===== src/rtl/systolic_skew_feeder.sv =====
// Operand buffer and diagonal-skew edge feeder for an NxN systolic MAC array.
// Optional sticky protocol-error flag is built when FEEDER_PROTO_ERR_EN is defined.
module systolic_skew_feeder #(
    parameter int N  = 4,
    parameter int K  = 4,
    parameter int DW = 8,
    localparam int IW = $clog2((N > K) ? N : K)
) (
    input  logic            clk,
    input  logic            reset,
    input  logic            wr_en,
    input  logic            wr_sel,
    input  logic [IW-1:0]   wr_row,
    input  logic [IW-1:0]   wr_col,
    input  logic [DW-1:0]   wr_data,
    input  logic            start,
    output logic [N*DW-1:0] left_data,
    output logic [N*DW-1:0] up_data,
    output logic            array_clr,
    output logic            busy,
    output logic            done,
    output logic            err
);
    localparam int CW = $clog2(K + 2 * N);
    localparam logic [CW-1:0] STREAM_LAST = CW'(K + N - 2);
    localparam logic [CW-1:0] DRAIN_LAST  = CW'(K + 2 * N - 3);

    typedef enum logic [2:0] {IDLE, CLEAR, STREAM, DRAIN, DONE} state_t;

    state_t          state, state_next;
    logic [CW-1:0]   cnt, cnt_next;
    logic [N*DW-1:0] left_next, up_next;
    logic            clr_next, busy_next, done_next, err_next;

    logic [DW-1:0] a_buf [N][K];
    logic [DW-1:0] b_buf [K][N];

    // Buffers carry no reset; decoding each cell drops out-of-range indices.
    always_ff @(posedge clk) begin
        if (state == IDLE && wr_en) begin
            for (int unsigned r = 0; r < N; r++)
                for (int unsigned c = 0; c < K; c++)
                    if (!wr_sel && wr_row == IW'(r) && wr_col == IW'(c))
                        a_buf[r][c] <= wr_data;
            for (int unsigned r = 0; r < K; r++)
                for (int unsigned c = 0; c < N; c++)
                    if (wr_sel && wr_row == IW'(r) && wr_col == IW'(c))
                        b_buf[r][c] <= wr_data;
        end
    end

    always_comb begin
        state_next = state;
        cnt_next   = cnt;
        case (state)
            IDLE:   if (start) state_next = CLEAR;
            CLEAR: begin
                state_next = STREAM;
                cnt_next   = '0;
            end
            STREAM: begin
                cnt_next = cnt + 1'b1;
                if (cnt == STREAM_LAST) state_next = DRAIN;
            end
            DRAIN: begin
                cnt_next = cnt + 1'b1;
                if (cnt == DRAIN_LAST) state_next = DONE;
            end
            DONE:    state_next = IDLE;
            default: state_next = IDLE;
        endcase

        // Outputs are precomputed from the upcoming state so they register cleanly.
        clr_next  = (state_next == CLEAR);
        busy_next = (state_next == CLEAR) || (state_next == STREAM) || (state_next == DRAIN);
        done_next = (state_next == DONE);

        left_next = '0;
        up_next   = '0;
        if (state_next == STREAM) begin
            for (int unsigned i = 0; i < N; i++)
                for (int unsigned k = 0; k < K; k++)
                    if (cnt_next == CW'(i + k)) begin
                        left_next[i*DW +: DW] = a_buf[i][k];
                        up_next[i*DW +: DW]   = b_buf[k][i];
                    end
        end

`ifdef FEEDER_PROTO_ERR_EN
        err_next = err;
        if (busy && (start || wr_en)) err_next = 1'b1;
        if (wr_en && (wr_sel ? (int'(wr_row) >= K || int'(wr_col) >= N)
                             : (int'(wr_row) >= N || int'(wr_col) >= K)))
            err_next = 1'b1;
`else
        err_next = 1'b0;
`endif
    end

    always_ff @(posedge clk or posedge reset) begin
        if (reset) begin
            state     <= IDLE;
            cnt       <= '0;
            left_data <= '0;
            up_data   <= '0;
            array_clr <= 1'b0;
            busy      <= 1'b0;
            done      <= 1'b0;
            err       <= 1'b0;
        end else begin
            state     <= state_next;
            cnt       <= cnt_next;
            left_data <= left_next;
            up_data   <= up_next;
            array_clr <= clr_next;
            busy      <= busy_next;
            done      <= done_next;
            err       <= err_next;
        end
    end
endmodule


===== config.mk =====
export PLATFORM = sky130hd
export DESIGN_NAME = systolic_skew_feeder
export DESIGN_NICKNAME = d
export VERILOG_FILES = /design/src/rtl/systolic_skew_feeder.sv
export SDC_FILE = /design/constraint.sdc
export NUM_CORES = 1
export LEC_CHECK = 0
export ABC_CLOCK_PERIOD_IN_PS = 3000
export CORE_UTILIZATION = 58
export CTS_CLUSTER_DIAMETER = 80
export DETAILED_ROUTE_END_ITERATION = 7
export PLACE_DENSITY = 0.79
export SLEW_MARGIN = 30
export SYNTH_ARGS = -nofsm -noshare
export SYNTH_HDL_FRONTEND = slang
export SYNTH_SLANG_ARGS = --single-unit

===== constraint.sdc =====
create_clock -name clk -period 3 [get_ports clk]
set_input_delay 0.6 -clock clk [delete_from_list [all_inputs] [get_ports clk]]
set_output_delay 0.6 -clock clk [all_outputs]
set_load 0.01 [all_outputs]

==> impl_metrics.toml <==
[setup_path]
timing.rr.end = "b_buf[3][2]"
cp.depth = 4
required_ns = 3.17
r2r_start = "state[1]"
crit_path_max_fanout = 16
path_common_cell = "nor2_1"
crit_chain = "nor2_1, and4b_1, nand3_1, nor2_1"
cp-start-kind = "register"
crit_path_top_delay_cell = "nor2_1"
reg2reg_depth = 4
slowest_delay_ns = 0.71
end_kind = "register"
cpLargestDelayFamily = "simple AND/OR/NAND/NOR gates"
arrival_ns = 2.82
cp_num_buf_inv = 0
reg2reg_slack_ns = 0.35
worst-setup-path-type = "register to register"

[floorplanning]
start_util = 0.592
boundaryPins = 85
core_um2 = 21100
dieArea_um2 = 22100
dieWidth_um = 149
fp.dieH_um = 149
rows = 53

[min_path]
hold_start = "b_buf[3][27]"
hold_depth = 1
min_path_type = "register to register"
hold_end = "up_data[3]"

[sta]
max_freq_ghz = 0.378
drv_slew = 0
hold_viol = 0
clock_skew_ns = 0.0178
maxSlewHeadroom = 0.459
setup_ws_ns = 0.353
finalSetupViolations = 0
setup_tns_ns = 0
rsz0062_at_grt = "false"
worst_pin_slew_ns = 0.808
min_period_over_period = 0.882
fin_crit_ns = 2.65

[clocking]
cts_resized = 0
clk_latency_ns = 0.56
cts_made_buffers = 31
post_cts_buffers = 0
cts.sinks = 330
clockBufferDepth = 3
h-tree-depth = 1
holdBufCountCts = 0
clk_pin_slew_ns = 0.06
root_buffer = "clkbuf_16"
cts_tree = "yes"

[finish]
fillers = 1334
multi_input_area_um2 = 2670
fin_nets = 938
final_common_cell = "edfxtp_1"
synthToLayoutAreaGrowth_pct = 19.0
seq_area_um2 = 9540
drive_gt1_frac = 0.131
num_antenna_cells = 0
mostFrequentLayoutCells = "edfxtp_1, clkdlybuf4s50_1, dfrtp_1"

[route]
vias = 7842
route.detailed.drc = 10
wirelength_um = 28600
drt_iter0_drc = 1098
viasPerCell = 6.44
ant_nets = 0
first_pass_iters = 8
wl_per_cell_um = 23.5

[synthesis]
ys_seq_elements = 330
synth.area.mux_share = 0.00180
synthTopCellsByArea = "edfxtp_1, dfrtp_1, a221oi_1"
synthAdderAreaFrac = 0.00301
synth_top_family_by_area = "compound AO/OA/AOI/OAI gates"
synth_flop_cell = "edfxtp_1"
ys_types = 47
synth_compound_area_frac = 0.152
yosys.area_share.simple = 0.0557
syn_area_per_cell_um2 = 15.5
synthesis.area_um2 = 12500
synth_top_area_frac = 0.616
synth_async_sr_flop_share = 0.224
synth-edff-count = 256
yosys_warnings = 0
syn-num-nets = 825
syn-instance-count = 805
synth_xor_area_frac = 0.000701
synth_seq_area_share = 0.764
synth_area_leader_cell = "edfxtp_1"

[global_routing]
grt_pass1_vias = 7722
grt_util_met2 = 0.402
grt_pass1_wl_um = 44100
grtUsageMet1 = 0.386
grt_use_met3 = 0.0601
grt_antenna_before_repair = 0
grt_usage = 0.267
top_usage_layer = "met2"
grt_start_max_net_pins = 66
gr-total-overflow = 0

[placed_design]
port-buffer-count = 83
gp_congestion = 0.837
pre_cts_ws_ns = 0.293
hpwl_um = 16400

[pwr]
leakagePower_uw = 0.00520
power_density_nw_per_um2 = 1010
vdd_drop_max_mv = 0.703

[status]
violations = "DRC"
status = "finished, violations left"

[job]
maxCapViolCount = 0
-- state kept, by name (all words and copies together) (netlist names) --
| register | flops |
|---|---|
| up_data | 32 |
| b_buf | 128 |
| busy | 1 |
| done | 1 |
| array_clr | 1 |
| left_data | 32 |
| state | 3 |
| cnt | 4 |
| a_buf | 128 |
-- layout make-up --
| cell class | count | area share |
|---|---|---|
| tap | 275 | 0.0232 |
| multi-input combinational | 410 | 0.180 |
| timing repair buffer | 140 | 0.0889 |
| sequential | 330 | 0.642 |
| clock inverter | 21 | 0.00918 |
| inverter | 5 | 0.00135 |
| clock buffer | 36 | 0.0555 |
-- kinds of logic after synthesis --
group / after synthesis
other: 1
xor gates and xnor gates: 1
adders and majority gates: 3
muxes: 1
DFF: 330
buffers and inverters: 65
and+or+nand+nor: 153
AOI/OAI and AO/OA: 251
-- per-stage QoR --
step	power (µW)	instance area (µm²)	hold slack (ns)	util	instances
floorplan	9400	12500	0.433	-	805
global placement	11200	13900	0.435	0.659	1160
detailed placement	11300	13900	0.446	0.659	1160
CTS	15000	14900	0.459	0.704	1217
global route	15800	14900	0.480	0.705	1217
finish	15000	14900	0.455	0.705	1217
-- where the power goes --
group	leakage [µW]	switching [µW]	internal [µW]	total, µW
registers	0.00328	161	5250	5410
clock network	0.000478	1630	2050	3680
logic	0.00144	3560	2360	5920
total	0.00520	5350	9660	15000
-- how the worst max path moves through the flow --
stage	startpoint	endpoint	slack (ns)
global route	cnt[0]	left_data[13]	0.17
detailed placement	wr_sel	b_buf[3][6]	0.29
finish	state[1]	b_buf[3][2]	0.35
floorplan	cnt[0]	up_data[0]	0.24
global placement	wr_sel	b_buf[3][0]	0.37
CTS	cnt[0]	left_data[13]	0.42
-- cells in the mapped netlist, types with 2 or more instances --
cell type    n
nor2b_1      6
a22o_1      17
a21o_1      15
a222oi_1    16
nand2b_1     4
edfxtp_1   256
and2_1       3
nand3_1      5
dfrtp_1     74
o22ai_1      4
inv_1        5
nor3_1       6
nand2_1     55
or2_2        3
a2bb2oi_1    4
a221oi_1    68
and4b_1      3
o32a_1      16
buf_1       10
nor2_1      57
buf_2       16
clkbuf_1    29
nor3b_1      4
o2bb2ai_1   16
o21ai_0     45
buf_4        4
a32o_1       2
a21oi_1     41
ha_1         3
-- layer usage --
metal / wire [µm] / vias up / part of all wire
met5: 0 / - / 0
met4: 816 / 0 / 0.029
met3: 3090 / 85 / 0.11
met2: 13400 / 509 / 0.47
met1: 11300 / 3826 / 0.39
li1: - / 3422 / -
Note: power is estimated with default switching activity, not from simulation.
